==> src/rtl/mem_access_if.sv <==
// Data-memory port of the memory stage: a request that is held high until a
// single-cycle acknowledge, with the read data valid in the acknowledge cycle.
interface mem_access_if #(
    parameter int XLEN = 64
);
    logic            dmem_req;
    logic            dmem_we;
    logic [XLEN-1:0] dmem_addr;
    logic [7:0]      dmem_wmask;
    logic [XLEN-1:0] dmem_wdata;
    logic            dmem_ack;
    logic [XLEN-1:0] dmem_rdata;

    modport master (
        output dmem_req, dmem_we, dmem_addr, dmem_wmask, dmem_wdata,
        input  dmem_ack, dmem_rdata
    );

    modport slave (
        input  dmem_req, dmem_we, dmem_addr, dmem_wmask, dmem_wdata,
        output dmem_ack, dmem_rdata
    );
endinterface

==> src/rtl/mem_access.sv <==
// RV64 memory stage. Takes EX results, runs loads/stores over the dmem
// req/ack port, and registers the writeback/forwarding (mem_back_*) bus.
// Upstream is stalled (ready_o=0) while an access is outstanding; an access
// that sees no acknowledge within TIMEOUT_CYC cycles is aborted with bus_err_o.
// Optional feature macro MEM_MISALIGN_TRAP_EN: misaligned accesses are not
// issued and are flagged on misalign_o; without it, low address bits beyond
// the access size are ignored.
module mem_access #(
    parameter int XLEN        = 64,
    parameter int TIMEOUT_CYC = 255
) (
    input  logic              clk,
    input  logic              rst,
    input  logic              ex_valid_i,
    output logic              ready_o,
    input  logic [6:0]        opcode_i,
    input  logic [2:0]        funct3_i,
    input  logic [XLEN-1:0]   wdata_i,
    input  logic [XLEN-1:0]   store_data_i,
    input  logic [4:0]        rd_addr_i,
    input  logic              wreg_i,
    input  logic [11:0]       csr_waddr_i,
    input  logic              csr_wreg_i,
    input  logic [XLEN-1:0]   csr_wdata_i,
    mem_access_if.master      dmem,
    output logic              wb_valid_o,
    output logic [4:0]        mem_back_rd_addr_o,
    output logic              mem_back_wreg_o,
    output logic [XLEN-1:0]   mem_back_wdata_o,
    output logic [11:0]       mem_back_csr_waddr_o,
    output logic              mem_back_csr_wreg_o,
    output logic [XLEN-1:0]   mem_back_csr_wdata_o,
`ifdef MEM_MISALIGN_TRAP_EN
    output logic              misalign_o,
`endif
    output logic              bus_err_o
);

    localparam logic [6:0] OP_LOAD  = 7'b0000011;
    localparam logic [6:0] OP_STORE = 7'b0100011;
    localparam logic [7:0] TO_LAST  = 8'(TIMEOUT_CYC - 1);

    typedef enum logic [1:0] {
        ST_IDLE = 2'd0,
        ST_REQ  = 2'd1,
        ST_RESP = 2'd2
    } state_t;

    // Byte offset actually used for an access: bits below the access size are dropped.
    function automatic logic [2:0] f_eff_off(input logic [1:0] size, input logic [2:0] off);
        logic [2:0] r;
        case (size)
            2'b00:   r = off;
            2'b01:   r = {off[2:1], 1'b0};
            2'b10:   r = {off[2], 2'b00};
            2'b11:   r = 3'b000;
            default: r = 3'b000;
        endcase
        return r;
    endfunction

`ifdef MEM_MISALIGN_TRAP_EN
    // An access is misaligned when its offset is not a multiple of its size.
    function automatic logic f_misaligned(input logic [1:0] size, input logic [2:0] off);
        logic r;
        case (size)
            2'b00:   r = 1'b0;
            2'b01:   r = off[0];
            2'b10:   r = (off[1:0] != 2'b00);
            2'b11:   r = (off != 3'b000);
            default: r = 1'b0;
        endcase
        return r;
    endfunction
`endif

    // Byte enables for a store of the given size at the given lane.
    function automatic logic [7:0] f_store_mask(input logic [1:0] size, input logic [2:0] off);
        logic [7:0] r;
        case (size)
            2'b00:   r = 8'h01 << off;
            2'b01:   r = 8'h03 << off;
            2'b10:   r = 8'h0F << off;
            2'b11:   r = 8'hFF;
            default: r = 8'h00;
        endcase
        return r;
    endfunction

    // Extract and sign/zero-extend the addressed lane of an aligned 8-byte read.
    function automatic logic [XLEN-1:0] f_load_ext(input logic [XLEN-1:0] rdata,
                                                   input logic [2:0] f3,
                                                   input logic [2:0] off);
        logic [XLEN-1:0] sh;
        logic [XLEN-1:0] r;
        sh = rdata >> {off, 3'b000};
        case (f3)
            3'b000:  r = {{(XLEN-8){sh[7]}},   sh[7:0]};
            3'b001:  r = {{(XLEN-16){sh[15]}}, sh[15:0]};
            3'b010:  r = {{(XLEN-32){sh[31]}}, sh[31:0]};
            3'b011:  r = sh;
            3'b100:  r = {{(XLEN-8){1'b0}},    sh[7:0]};
            3'b101:  r = {{(XLEN-16){1'b0}},   sh[15:0]};
            3'b110:  r = {{(XLEN-32){1'b0}},   sh[31:0]};
            default: r = {XLEN{1'b0}};
        endcase
        return r;
    endfunction

    state_t          r_state;
    logic            r_ready;
    logic [7:0]      r_cnt;

    logic            r_req;
    logic            r_we;
    logic [XLEN-1:0] r_addr;
    logic [7:0]      r_wmask;
    logic [XLEN-1:0] r_wdata;

    logic            r_cap_load;
    logic [2:0]      r_cap_f3;
    logic [2:0]      r_cap_off;
    logic [4:0]      r_cap_rd;
    logic            r_cap_wreg;
    logic [XLEN-1:0] r_cap_wdata;
    logic [11:0]     r_cap_csr_waddr;
    logic            r_cap_csr_wreg;
    logic [XLEN-1:0] r_cap_csr_wdata;

    logic            r_wb_valid;
    logic [4:0]      r_back_rd;
    logic            r_back_wreg;
    logic [XLEN-1:0] r_back_wdata;
    logic [11:0]     r_back_csr_waddr;
    logic            r_back_csr_wreg;
    logic [XLEN-1:0] r_back_csr_wdata;
    logic            r_bus_err;
`ifdef MEM_MISALIGN_TRAP_EN
    logic            r_misalign;
    logic            w_misalign;
`endif

    logic            w_is_load;
    logic            w_is_store;
    logic            w_is_mem;
    logic            w_f3_ok;
    logic            w_mem_ok;
    logic [2:0]      w_off;
    logic            w_rd_wreg;

    // Classify the incoming EX result and decide whether it may go to memory.
    always_comb begin
        w_is_load  = (opcode_i == OP_LOAD);
        w_is_store = (opcode_i == OP_STORE);
        w_is_mem   = w_is_load | w_is_store;
        w_f3_ok    = w_is_store ? (funct3_i[2] == 1'b0) : (funct3_i != 3'b111);
        w_off      = f_eff_off(funct3_i[1:0], wdata_i[2:0]);
        w_rd_wreg  = wreg_i & (rd_addr_i != 5'd0);
`ifdef MEM_MISALIGN_TRAP_EN
        w_misalign = f_misaligned(funct3_i[1:0], wdata_i[2:0]);
        w_mem_ok   = w_f3_ok & ~w_misalign;
`else
        w_mem_ok   = w_f3_ok;
`endif
    end

    // Stage FSM: accepts EX results, sequences the dmem handshake and registers writeback outputs.
    always_ff @(posedge clk or negedge rst) begin
        if (!rst) begin
            r_state          <= ST_IDLE;
            r_ready          <= 1'b1;
            r_cnt            <= 8'd0;
            r_req            <= 1'b0;
            r_we             <= 1'b0;
            r_addr           <= {XLEN{1'b0}};
            r_wmask          <= 8'h00;
            r_wdata          <= {XLEN{1'b0}};
            r_cap_load       <= 1'b0;
            r_cap_f3         <= 3'b000;
            r_cap_off        <= 3'b000;
            r_cap_rd         <= 5'd0;
            r_cap_wreg       <= 1'b0;
            r_cap_wdata      <= {XLEN{1'b0}};
            r_cap_csr_waddr  <= 12'd0;
            r_cap_csr_wreg   <= 1'b0;
            r_cap_csr_wdata  <= {XLEN{1'b0}};
            r_wb_valid       <= 1'b0;
            r_back_rd        <= 5'd0;
            r_back_wreg      <= 1'b0;
            r_back_wdata     <= {XLEN{1'b0}};
            r_back_csr_waddr <= 12'd0;
            r_back_csr_wreg  <= 1'b0;
            r_back_csr_wdata <= {XLEN{1'b0}};
            r_bus_err        <= 1'b0;
`ifdef MEM_MISALIGN_TRAP_EN
            r_misalign       <= 1'b0;
`endif
        end else begin
            // Pulse-type outputs and write enables are only high alongside wb_valid.
            r_wb_valid      <= 1'b0;
            r_back_wreg     <= 1'b0;
            r_back_csr_wreg <= 1'b0;
            r_bus_err       <= 1'b0;
`ifdef MEM_MISALIGN_TRAP_EN
            r_misalign      <= 1'b0;
`endif
            case (r_state)
                ST_IDLE: begin
                    if (ex_valid_i && r_ready) begin
                        if (w_is_mem && w_mem_ok) begin
                            r_cap_load      <= w_is_load;
                            r_cap_f3        <= funct3_i;
                            r_cap_off       <= w_off;
                            r_cap_rd        <= rd_addr_i;
                            r_cap_wreg      <= w_rd_wreg & w_is_load;
                            r_cap_wdata     <= wdata_i;
                            r_cap_csr_waddr <= csr_waddr_i;
                            r_cap_csr_wreg  <= csr_wreg_i;
                            r_cap_csr_wdata <= csr_wdata_i;
                            r_req           <= 1'b1;
                            r_we            <= w_is_store;
                            r_addr          <= {wdata_i[XLEN-1:3], 3'b000};
                            r_wmask         <= w_is_store ? f_store_mask(funct3_i[1:0], w_off) : 8'h00;
                            r_wdata         <= w_is_store ? (store_data_i << {w_off, 3'b000}) : {XLEN{1'b0}};
                            r_cnt           <= 8'd0;
                            r_ready         <= 1'b0;
                            r_state         <= ST_REQ;
                        end else begin
                            // ALU/CSR result, or a memory op that must not be issued.
                            r_wb_valid       <= 1'b1;
                            r_back_rd        <= rd_addr_i;
                            r_back_wreg      <= w_rd_wreg & ~w_is_mem;
                            r_back_wdata     <= wdata_i;
                            r_back_csr_waddr <= csr_waddr_i;
                            r_back_csr_wreg  <= csr_wreg_i;
                            r_back_csr_wdata <= csr_wdata_i;
`ifdef MEM_MISALIGN_TRAP_EN
                            r_misalign       <= w_is_mem & w_f3_ok & w_misalign;
`endif
                        end
                    end else begin
                        r_ready <= 1'b1;
                    end
                end
                ST_REQ: begin
                    if (dmem.dmem_ack) begin
                        r_req            <= 1'b0;
                        r_we             <= 1'b0;
                        r_wmask          <= 8'h00;
                        r_wb_valid       <= 1'b1;
                        r_back_rd        <= r_cap_rd;
                        r_back_wreg      <= r_cap_wreg;
                        r_back_wdata     <= r_cap_load ? f_load_ext(dmem.dmem_rdata, r_cap_f3, r_cap_off)
                                                       : r_cap_wdata;
                        r_back_csr_waddr <= r_cap_csr_waddr;
                        r_back_csr_wreg  <= r_cap_csr_wreg;
                        r_back_csr_wdata <= r_cap_csr_wdata;
                        r_state          <= ST_RESP;
                    end else if (r_cnt == TO_LAST) begin
                        // No acknowledge in time: abort without any register write.
                        r_req            <= 1'b0;
                        r_we             <= 1'b0;
                        r_wmask          <= 8'h00;
                        r_wb_valid       <= 1'b1;
                        r_bus_err        <= 1'b1;
                        r_back_rd        <= r_cap_rd;
                        r_back_wdata     <= {XLEN{1'b0}};
                        r_back_csr_waddr <= r_cap_csr_waddr;
                        r_back_csr_wdata <= r_cap_csr_wdata;
                        r_ready          <= 1'b1;
                        r_state          <= ST_IDLE;
                    end else begin
                        r_cnt <= r_cnt + 8'd1;
                    end
                end
                ST_RESP: begin
                    r_ready <= 1'b1;
                    r_state <= ST_IDLE;
                end
                default: begin
                    r_req   <= 1'b0;
                    r_ready <= 1'b1;
                    r_state <= ST_IDLE;
                end
            endcase
        end
    end

    assign ready_o              = r_ready;
    assign dmem.dmem_req        = r_req;
    assign dmem.dmem_we         = r_we;
    assign dmem.dmem_addr       = r_addr;
    assign dmem.dmem_wmask      = r_wmask;
    assign dmem.dmem_wdata      = r_wdata;
    assign wb_valid_o           = r_wb_valid;
    assign mem_back_rd_addr_o   = r_back_rd;
    assign mem_back_wreg_o      = r_back_wreg;
    assign mem_back_wdata_o     = r_back_wdata;
    assign mem_back_csr_waddr_o = r_back_csr_waddr;
    assign mem_back_csr_wreg_o  = r_back_csr_wreg;
    assign mem_back_csr_wdata_o = r_back_csr_wdata;
    assign bus_err_o            = r_bus_err;
`ifdef MEM_MISALIGN_TRAP_EN
    assign misalign_o           = r_misalign;
`endif

endmodule

==> src/flat_wrapper.sv <==
// flat-port wrapper written by rule: the top's interface ports become plain ports
module mem_access_flat 
#(
    parameter int XLEN        = 64,
    parameter int TIMEOUT_CYC = 255
)
  (clk, rst, ex_valid_i, ready_o, opcode_i, funct3_i, wdata_i, store_data_i, rd_addr_i, wreg_i, csr_waddr_i, csr_wreg_i, csr_wdata_i, wb_valid_o, mem_back_rd_addr_o, mem_back_wreg_o, mem_back_wdata_o, mem_back_csr_waddr_o, mem_back_csr_wreg_o, mem_back_csr_wdata_o, bus_err_o, dmem_dmem_req, dmem_dmem_we, dmem_dmem_addr, dmem_dmem_wmask, dmem_dmem_wdata, dmem_dmem_ack, dmem_dmem_rdata);
  mem_access_if #(.XLEN(XLEN)) dmem_i ();
  input  logic clk;
  input  logic rst;
  input  logic ex_valid_i;
  output logic ready_o;
  input  logic [6:0] opcode_i;
  input  logic [2:0] funct3_i;
  input  logic [XLEN-1:0] wdata_i;
  input  logic [XLEN-1:0] store_data_i;
  input  logic [4:0] rd_addr_i;
  input  logic wreg_i;
  input  logic [11:0] csr_waddr_i;
  input  logic csr_wreg_i;
  input  logic [XLEN-1:0] csr_wdata_i;
  output logic wb_valid_o;
  output logic [4:0] mem_back_rd_addr_o;
  output logic mem_back_wreg_o;
  output logic [XLEN-1:0] mem_back_wdata_o;
  output logic [11:0] mem_back_csr_waddr_o;
  output logic mem_back_csr_wreg_o;
  output logic [XLEN-1:0] mem_back_csr_wdata_o;
  output logic bus_err_o;
  output wire logic [$bits(dmem_i.dmem_req)-1:0] dmem_dmem_req;
  output wire logic [$bits(dmem_i.dmem_we)-1:0] dmem_dmem_we;
  output wire logic [$bits(dmem_i.dmem_addr)-1:0] dmem_dmem_addr;
  output wire logic [$bits(dmem_i.dmem_wmask)-1:0] dmem_dmem_wmask;
  output wire logic [$bits(dmem_i.dmem_wdata)-1:0] dmem_dmem_wdata;
  input wire logic [$bits(dmem_i.dmem_ack)-1:0] dmem_dmem_ack;
  input wire logic [$bits(dmem_i.dmem_rdata)-1:0] dmem_dmem_rdata;
  assign dmem_dmem_req = dmem_i.dmem_req;
  assign dmem_dmem_we = dmem_i.dmem_we;
  assign dmem_dmem_addr = dmem_i.dmem_addr;
  assign dmem_dmem_wmask = dmem_i.dmem_wmask;
  assign dmem_dmem_wdata = dmem_i.dmem_wdata;
  assign dmem_i.dmem_ack = dmem_dmem_ack;
  assign dmem_i.dmem_rdata = dmem_dmem_rdata;
  mem_access #(.XLEN(XLEN), .TIMEOUT_CYC(TIMEOUT_CYC)) u_core (.clk(clk), .rst(rst), .ex_valid_i(ex_valid_i), .ready_o(ready_o), .opcode_i(opcode_i), .funct3_i(funct3_i), .wdata_i(wdata_i), .store_data_i(store_data_i), .rd_addr_i(rd_addr_i), .wreg_i(wreg_i), .csr_waddr_i(csr_waddr_i), .csr_wreg_i(csr_wreg_i), .csr_wdata_i(csr_wdata_i), .dmem(dmem_i), .wb_valid_o(wb_valid_o), .mem_back_rd_addr_o(mem_back_rd_addr_o), .mem_back_wreg_o(mem_back_wreg_o), .mem_back_wdata_o(mem_back_wdata_o), .mem_back_csr_waddr_o(mem_back_csr_waddr_o), .mem_back_csr_wreg_o(mem_back_csr_wreg_o), .mem_back_csr_wdata_o(mem_back_csr_wdata_o), .bus_err_o(bus_err_o));
endmodule
==> config.mk <==
export PLATFORM = sky130hd
export DESIGN_NAME = mem_access_flat
export DESIGN_NICKNAME = d
export VERILOG_FILES = /design/src/rtl/mem_access_if.sv /design/src/rtl/mem_access.sv /design/src/flat_wrapper.sv
export SDC_FILE = /design/constraint.sdc
export NUM_CORES = 1
export LEC_CHECK = 0
export ABC_AREA = 1
export ABC_CLOCK_PERIOD_IN_PS = 5550
export BUFFER_PORTS_ARGS = -buffer_cell sky130_fd_sc_hd__buf_2
export CORE_AREA = 3 3 221 223
export CTS_CLUSTER_SIZE = 30
export DETAILED_ROUTE_END_ITERATION = 10
export DIE_AREA = 0 0 224 226
export HOLD_SLACK_MARGIN = 0.12
export MAX_ROUTING_LAYER = met4
export PLACE_DENSITY = 0.74
export SLEW_MARGIN = 20
export SYNTH_ARGS = -nofsm -noshare
export SYNTH_HDL_FRONTEND = slang
export SYNTH_SLANG_ARGS = --single-unit
==> constraint.sdc <==
create_clock -name clk -period 5.55 [get_ports clk]
set_input_delay 0.555 -clock clk [delete_from_list [all_inputs] [get_ports clk]]
set_output_delay 0.555 -clock clk [all_outputs]
set_load 0.01 [all_outputs]
# After elaboration in Yosys (flattened, before gate mapping)
# Cells that the tools add are included.
# op_classes
add_sub_neg	1
n_eq_ne	23
shift	5
muxes	70
n_bitwise	7
reduce_logical	14
# ops
cell	count
64-bit two-way mux	10
64-bit case mux with 7 select lines	1
64-bit case mux with 2 select lines	2
8-bit two-way mux	9
64-bit by 6-bit left shift with 64-bit output	1
64-bit by 6-bit >> shifter with 64-bit output	1
12-bit two-way mux	4
8-bit case mux with 2 select lines	2
8-bit case mux with 4 select lines	1
12-bit case mux with 2 select lines	1
1-bit two-way mux	23
5-bit two-way mux	4
3-bit case mux with 4 select lines	1
4-bit AND reduction	3
1-bit case mux with 2 select lines	5
5-bit case mux with 2 select lines	1
3-bit == test (second input constant)	3
3-bit AND reduction	3
8-bit by 1-bit adder with 8-bit output (second input constant)	1
8-bit == test (second input constant)	1
2-bit two-way mux	4
1-bit by 3-bit left shift with 8-bit output (first input constant)	1
2-bit by 3-bit left shift with 8-bit output (first input constant)	1
4-bit by 3-bit left shift with 8-bit output (first input constant)	1
21 further kinds	36
# word_totals
register_bits	449
in_bits	289
out_inout_bits	288
word_cells	145

# Depth between registers and ports, before layout
# Gate-level depths: netlist of the first run.
# depth
word_depth	8
depth_mapped	14
mapped_depth_nobuf	13

# Least setup slack after synthesis of the first run
# No wires, ideal clock.
# synth_path
path_kind	input-to-reg
start	in funct3_i[0]
end	reg u_core.r_wdata[61], in the netlist u_core.dmem.dmem_wdata[61]
setup_ns	0.125
arrival_time_ns	2.039
required_time_ns	5.425
slack_ns	3.387
path_stages	10
path_buffers	2
path_cell_list	inv_1 -> ha_1 -> or2_1 -> nand2_1 -> buf_2 -> clkbuf_1 -> nand2_1 -> o21ai_0 -> o21ai_0 -> mux2_2
# synth_via
elab_chain_len	4
# synth_lines
element	line_no	rtl
start: declaration	flat_wrapper.sv:14	input logic [2:0] funct3_i;
2-bit == test, or another cell as far along	mem_access.sv:52	case (size)
3-bit case mux with 4 select lines or 1-bit two-way mux (tied branches)	mem_access.sv:52, mem_access.sv:156	
64-bit by 6-bit left shift with 64-bit output or 1-bit logical AND (tied branches)	mem_access.sv:224, mem_access.sv:210	
64-bit two-way mux or 3-bit AND reduction (tied branches)	-	
end signal: assignment	mem_access.sv:177	r_wdata <= {XLEN{1'b0}};
end signal: assignment	mem_access.sv:224	r_wdata <= w_is_store ? (store_data_i << {w_off, 3'b000}) : {XLEN{1'b0}};
end: declaration	mem_access.sv:118	logic [XLEN-1:0] r_wdata;
# Parallel ways exist; a longest one is shown, timed or not.
# A chain may end at the register's enable or synchronous reset.

# Worst setup path after layout of the first run
# layout_path
start	reg u_core.r_state[1]
end	reg u_core.r_back_wdata[15], in the netlist u_core.mem_back_wdata_o[15]
# layout_via
elab_chain_len	3
# layout_lines
element	line_no	rtl
start: declaration	mem_access.sv:110	state_t r_state;
start signal: assignment	mem_access.sv:170	r_state <= ST_IDLE;
start signal: assignment	mem_access.sv:227	r_state <= ST_REQ;
start signal: assignment	mem_access.sv:258	r_state <= ST_RESP;
2-bit by 1-bit == test with 1-bit output or 2-bit logical NOT (tied branches)	mem_access.sv:207	case (r_state)
3-bit by 2-bit != test with 1-bit output (no line), or another cell as far along	-	
4-bit AND reduction (no line)	-	
end signal: assignment	mem_access.sv:190	r_back_wdata <= {XLEN{1'b0}};
end signal: assignment	mem_access.sv:233	r_back_wdata <= wdata_i;
end signal: assignment	mem_access.sv:253	r_back_wdata <= r_cap_load ? f_load_ext(dmem.dmem_rdata, r_cap_f3, r_cap_off)
end: declaration	mem_access.sv:133	logic [XLEN-1:0] r_back_wdata;
# Parallel ways exist; a longest one is shown, timed or not.

==> results of run 1 <==
through the flow:
step,total power [mW],instances
after floorplan,5.429,2922
after global placement,6.605,3865
after detailed placement,6.647,3865
after CTS,9.576,3943
after global routing,10.05,3957
final,9.522,3958
final cells by class:
type	instances	area, sq um
Sequential cell	388	9716
Timing Repair Buffer	602	3168
Tap cell	607	759.5
Antenna cell	14	35.03
Clock buffer	59	1206
Multi-Input combinational cell	2127	9547
Inverter	143	541.8
Clock inverter	18	211.5
Fill cell	4530	21570
state kept, by name, summed over array words and instances, names as in the netlist, 2 cells and up:
signal,flops
u_core.r_state,2
u_core.r_cap_rd,5
u_core.r_cap_csr_waddr,12
u_core.dmem.dmem_wdata,64
u_core.mem_back_wdata_o,64
u_core.r_cap_csr_wdata,64
u_core.dmem.dmem_wmask,8
u_core.mem_back_csr_waddr_o,12
u_core.r_cap_off,3
u_core.mem_back_csr_wdata_o,64
u_core.r_cap_wdata,63
u_core.mem_back_rd_addr_o,5
u_core.r_cnt,8
u_core.r_cap_f3,3
power breakdown:
group	switching [mW]	leakage [nW]	internal (mW)
combinational	1.69	7.59	0.963
sequential	0.480	4.89	3.49
clock	1.23	0.697	1.68
timing repair:
action,CTS,global route
hold buffers,1,0
hold endpoints to repair,72,0
buffers inserted,0,0
setup endpoints to repair,0,0
path summary, 6_finish.rpt:
| kind | slack, ns | startpoint | end |
|---|---|---|---|
| max | 1.91 | u_core.r_state[1]$_DFFE_PN0P_ | u_core.mem_back_wdata_o[15]$_DFFE_PN0P_ |
| min | 0.20 | csr_wdata_i[63] | u_core.r_cap_csr_wdata[63]$_DFFE_PN0P_ |
| max reg2reg | 1.91 | u_core.r_state[1]$_DFFE_PN0P_ | u_core.mem_back_wdata_o[15]$_DFFE_PN0P_ |
| min reg2reg | 0.48 | u_core.dmem.dmem_wdata[4]$_DFFE_PN0P_ | u_core.dmem.dmem_wdata[4]$_DFFE_PN0P_ |
| max in group asynchronous | 3.65 | rst | u_core.r_cap_csr_wdata[14]$_DFFE_PN0P_ |
| min in group asynchronous | 0.54 | rst | u_core.r_cap_wdata[25]$_DFFE_PN0P_ |
critical path, stage by stage, from the launching register on:
cell,delay [ns]
dfrtp_1,0.43
nor2_4,0.61
clkinv_2,0.73
nor2_4,0.88
buf_4,0.51
o21ai_0,0.17
a21oi_1,0.21
cells by family after synthesis:
| group | Yosys count | synth area share (%) |
|---|---|---|
| adder cells (fa/ha/maj) | 6 | 0.3549 |
| AO/OA/AOI/OAI | 542 | 14.46 |
| buffers and inverters | 407 | 9.204 |
| AND/OR/NAND/NOR | 1558 | 29.17 |
| flip-flops | 388 | 45.91 |
| multiplexers | 13 | 0.6803 |
| XOR/XNOR | 5 | 0.2070 |
| other | 1 | 0.01773 |
metal layers:
| layer | wire [um] | GRT usage (%) | part of all wire, % |
|---|---|---|---|
| met5 | 0 | - | 0 |
| met4 | 2727 | 10.92 | 3.6 |
| met3 | 6200 | 6.109 | 8.1 |
| met2 | 36380 | 47.99 | 47 |
| met1 | 31420 | 38.50 | 41 |
cells in the mapped netlist (6+ instances only):
library cell  number
mux2_2            11
nor2_1           313
ha_1               6
o21ai_0          270
nand2_1         1084
dfrtp_1          387
buf_6              6
buf_1             10
nand3_1           90
a31oi_1           87
a21oi_1           83
inv_2              7
clkbuf_1          95
o22ai_1           11
or2_2             15
nand4_1           38
buf_2             81
buf_4             72
inv_1            133
o31ai_1           25
o211ai_1          37
==> run metrics, run 1 <==
Worst Path Arrival=4.13 ns; die width=224 um; proportion of layout cells with a drive suffix above 1=21.79%; DP Area=23690 sq um; critical path class=flip-flop to flip-flop; Design Area, Final=25180 sq um; Worst Tran Pin Value=0.9823 ns; Max IR drop VDD=0.3066 mV; Root Buffer=clkbuf_16; hold slack=0.1983 ns; share of flip-flops with an asynchronous set or reset=100.0%; Vias per Instance=5.360; status=completed; synth top area cells=dfrtp_1, nand2_1, o21ai_0; Layout area overhead=19.07%; Avg WL per Cell=19.39 um; antenna-violating nets left=0; dpl ws=1.944 ns; vias in the first global route=19865; Setup TNS Final=0 ns; Crit. End Element=flip-flop; RSZ-0062 raised after global routing=no; Syn Area/Cell=7.244 sq um; leakage=13.18 nW; CTS Buffer Depth=3; Initial Util=45.24%; FP Rows=79; share of the synthesized area in the top cell type=45.79%; Seq/Total Area, Yosys=45.91%; period utilisation layout=65.59%; Power Dens Cells=378.1 nW/um^2; number of synthesized flops with an enable pin=0; Post-Synthesis Cells=2920; Max Slew Vio Count=0; Cell Area, Synth=21150 sq um; nets=3600; # H-tree levels=2; gr usage total=30.19%; Max FO, Critical Path=36; Die Ht=226 um; Buffers on Ports=573; post-CTS sizing=0; Routability Congestion=0.9252; Yosys reg bits=388; most frequent cells in the layout=nand2_1, buf_2, dfrtp_1; CTS Buf Count=43; final WL=76730 um; area leader, netlist=dfrtp_1; Post-route DRC=0; worst-skew pair later-pin latency=0.58 ns; clk slew on worst S/H paths=0.06 ns; Min Clock Period, post-route=3.640 ns; final worst slack=1.910 ns; antenna violations before repair=13; WP data required=6.04 ns; synthesis warning total=0; CP Launch Type=flip-flop; setup violators final=0; DR pass1 iterations=8; Max-cap violations=0; Synth cell types=48; ys flop type=dfrtp_1; Hold Vio Cnt, Final=0; Worst Hold Depth=3; hpwl dp=55060 um; CORE AREA=46750 sq um; commonest non-fill, non-tap cell in the layout=nand2_1; via count=21214; first-pass GRT wire length=116000 um; num ports=577; Max transition margin=34.51%; die footprint=50620 sq um; Detailed Route Iter0 Violations=2033; Fmax=274.7 MHz; Hold Crit Class=input pin to flip-flop; post-layout util=53.87%; global route overflow=0; pin count of the biggest net entering global routing=167; Clock Skew=0.02343 ns; CTS tree=yes; Clock Sinks=388; reg2reg path depth=6
No activity file was read; power rests on OpenSTA's default activity.
==> run 2: changes to the inputs <==
--- a/config.mk
+++ b/config.mk
@@ -6,7 +6,7 @@
 export NUM_CORES = 1
 export LEC_CHECK = 0
 export ABC_AREA = 1
-export ABC_CLOCK_PERIOD_IN_PS = 5550
+export ABC_CLOCK_PERIOD_IN_PS = 3600
 export BUFFER_PORTS_ARGS = -buffer_cell sky130_fd_sc_hd__buf_2
 export CORE_AREA = 3 3 221 223
 export CTS_CLUSTER_SIZE = 30
==> constraint.sdc (replaced) <==
create_clock -name clk -period 3.6 [get_ports clk]
set_input_delay 0.36 -clock clk [delete_from_list [all_inputs] [get_ports clk]]
set_output_delay 0.36 -clock clk [all_outputs]
set_load 0.01 [all_outputs]
==> run 2 against run 1 <==
Sequential power rose by 53%. Die area did not move. Hold slack got worse by 0.047 ns. Total power is 58% higher. Clock power rose by 57%. Clock skew increased by 0.0024 ns. Global-route usage grew 1.3 points. Combinational power grew 65%. Count of clock-buffer cells in the layout is 3 higher. Critical endpoint is now u_core.mem_back_wdata_o[28]$_DFFE_PN0P_. Wire length increased by 4.5%. Utilization up 3.5 points. Sequential cell count unchanged.
==> run metrics, run 2 (synthesis gave the netlist of run 1 again) <==
status=completed; pin count of the biggest net entering global routing=179 (+7.2%); first-pass GRT wire length=121500 um (+4.7%); gr usage total=31.45% (+1.3 points); die footprint=50620 sq um (unchanged); Max Slew Vio Count=0 (unchanged); slowest stage cell, crit path=dfrtp_1; Worst Tran Pin Value=1.145 ns (+0.1622 ns); antenna violations before repair=5 (-8); worst stage delay on the critical path=0.69 ns (-0.19 ns); Clock Skew=0.02581 ns (+0.002386 ns); cells along the critical path=inv_2 > nand3_1 > nand3_1 > nand2_1 > nand2_1 > nand2_1 > inv_2 > nand2_1 > nand2_1 > nand2_1 > nand2_1 > a21oi_1; global route overflow=0 (unchanged); commonest non-fill, non-tap cell in the layout=nand2_1; Layout fillers=4291 (-5.3%); Routability Congestion=0.9420 (+1.8%); setup violators final=0 (unchanged); CTS Buf Count=44 (+2.3%); num ports=577 (unchanged); period utilisation layout=78.88% (+13 points); CORE AREA=46750 sq um (unchanged); final WL=80150 um (+4.5%); FP Rows=79 (unchanged); Worst Path Arrival=3.34 ns (-0.79 ns); crit path buf inv count=2 (unchanged); Clock Sinks=388 (unchanged); post-CTS sizing=0 (unchanged); worst-skew pair later-pin latency=0.59 ns (about the same); critical path class=flip-flop to flip-flop; most frequent cells in the layout=nand2_1, buf_2, dfrtp_1; die width=224 um (unchanged); via count=22222 (+4.8%); CTS Buffer Depth=3 (unchanged); antenna-violating nets left=0 (unchanged); CP dominant cell by count=nand2_1; Multi-input gate area=9542 sq um (about the same); CTS tree=yes; nets=3762 (+4.5%); Crit. End Element=flip-flop; Vias per Instance=5.402 (+0.78%); Die Ht=226 um (unchanged); Max-cap violations=0 (unchanged); Power Dens Cells=559.5 nW/um^2 (+48%); DR pass1 iterations=6 (-2); clk slew on worst S/H paths=0.07 ns (about the same); placed insts=3878 (+0.34%); Min Clock Period, post-route=2.840 ns (-0.8007 ns); proportion of layout cells with a drive suffix above 1=21.08% (-0.71 points); Layout area overhead=26.80%; Hold Crit Class=input pin to flip-flop; final std cells w/o fill=4114 (+3.9%); Detailed Route Iter0 Violations=2397 (+18%); Buffers on Ports=573 (unchanged); Root Buffer=clkbuf_16; Avg WL per Cell=19.48 um (+0.49%); storage element area=9713 sq um (about the same); Post-route DRC=0 (unchanged); Initial Util=45.24% (unchanged); vias in the first global route=20882 (+5.1%); Max IR drop VDD=0.4519 mV (+47%); hpwl dp=55570 um (+0.92%); top cell family by delay on the critical path=simple AND/OR/NAND/NOR gates; Max FO, Critical Path=29 (-19%); RSZ-0062 raised after global routing=no; Hold Vio Cnt, Final=0 (unchanged); # H-tree levels=2 (unchanged); CP Launch Type=flip-flop; leakage=13.89 nW (+5.4%); Fmax=352.2 MHz (+28%); Setup TNS Final=0 ns (unchanged); WP data required=4.10 ns (-1.94 ns); Max transition margin=23.70% (-11 points)
-- run 2: worst min-delay path, delay by kind of cell --
family,cells,cell delay (ns)
buf+inv,2,0.22
compound gates,1,0.09
-- run 2: final cells by class --
class	instances	share of cell area [%]
antenna	6	0.05598
clock buffer	62	4.581
clock inverter	18	0.8957
inverter	143	2.020
multi-input combinational	2127	35.58
sequential	388	36.22
tap	607	2.832
timing repair buffer	763	17.82
-- run 2: layer usage --
layer | routed length (um) | part of all wire (%) | track usage [%]
met1 | 32790 | 41 | 40.44
met2 | 37870 | 47 | 49.90
met3 | 6123 | 7.6 | 4.992
met4 | 3371 | 4.2 | 12.92
met5 | 0 | 0 | -
-- run 2: worst paths after layout --
check                      slack, ns  depth (start not counted)                                   from                                      end
min                             0.15                          3                             wdata_i[2]        u_core.r_cap_wdata[2]$_DFFE_PN0P_
max                             0.76                         12        u_core.r_cap_off[1]$_DFFE_PN0P_  u_core.mem_back_wdata_o[28]$_DFFE_PN0P_
min reg2reg                     0.47                          2  u_core.dmem.dmem_wmask[5]$_DFFE_PN0P_    u_core.dmem.dmem_wmask[5]$_DFFE_PN0P_
min in group asynchronous       0.32                          2                                    rst  u_core.mem_back_wdata_o[24]$_DFFE_PN0P_
max reg2reg                     0.76                         12        u_core.r_cap_off[1]$_DFFE_PN0P_  u_core.mem_back_wdata_o[28]$_DFFE_PN0P_
max in group asynchronous       2.12                          3                                    rst    u_core.r_cap_csr_wdata[2]$_DFFE_PN0P_
-- run 2: metrics by stage --
stage | power, mW | cell area [sq um] | utilization [%] | hold WS, ns | setup slack, ns
floorplan | 8.369 | 21160 | - | 0.06441 | 1.632
global placement | 10.20 | 23830 | 50.98 | 0.3864 | 0.9147
detailed placement | 10.27 | 23830 | 50.98 | 0.3819 | 0.8689
CTS | 15.01 | 26800 | 57.33 | 0.1270 | 0.8419
global route | 15.79 | 26820 | 57.36 | 0.1391 | 0.4738
finish | 15.01 | 26820 | 57.36 | 0.1515 | 0.7604
-- run 2: where the power goes --
part,switching [mW],total [mW],leakage (nW),internal [mW]
clock,1.95,4.58,0.722,2.63
sequential,0.693,6.07,4.89,5.37
combinational,2.74,4.36,8.28,1.62
total,5.38,15.0,13.9,9.62
-- run 2: what timing repair did --
item | 4_1_cts | 5_1_grt
setup endpoints to repair | 0 | 0
hold buffers | 150 | 0
setup buffers | 0 | 0
hold endpoints to repair | 310 | 0
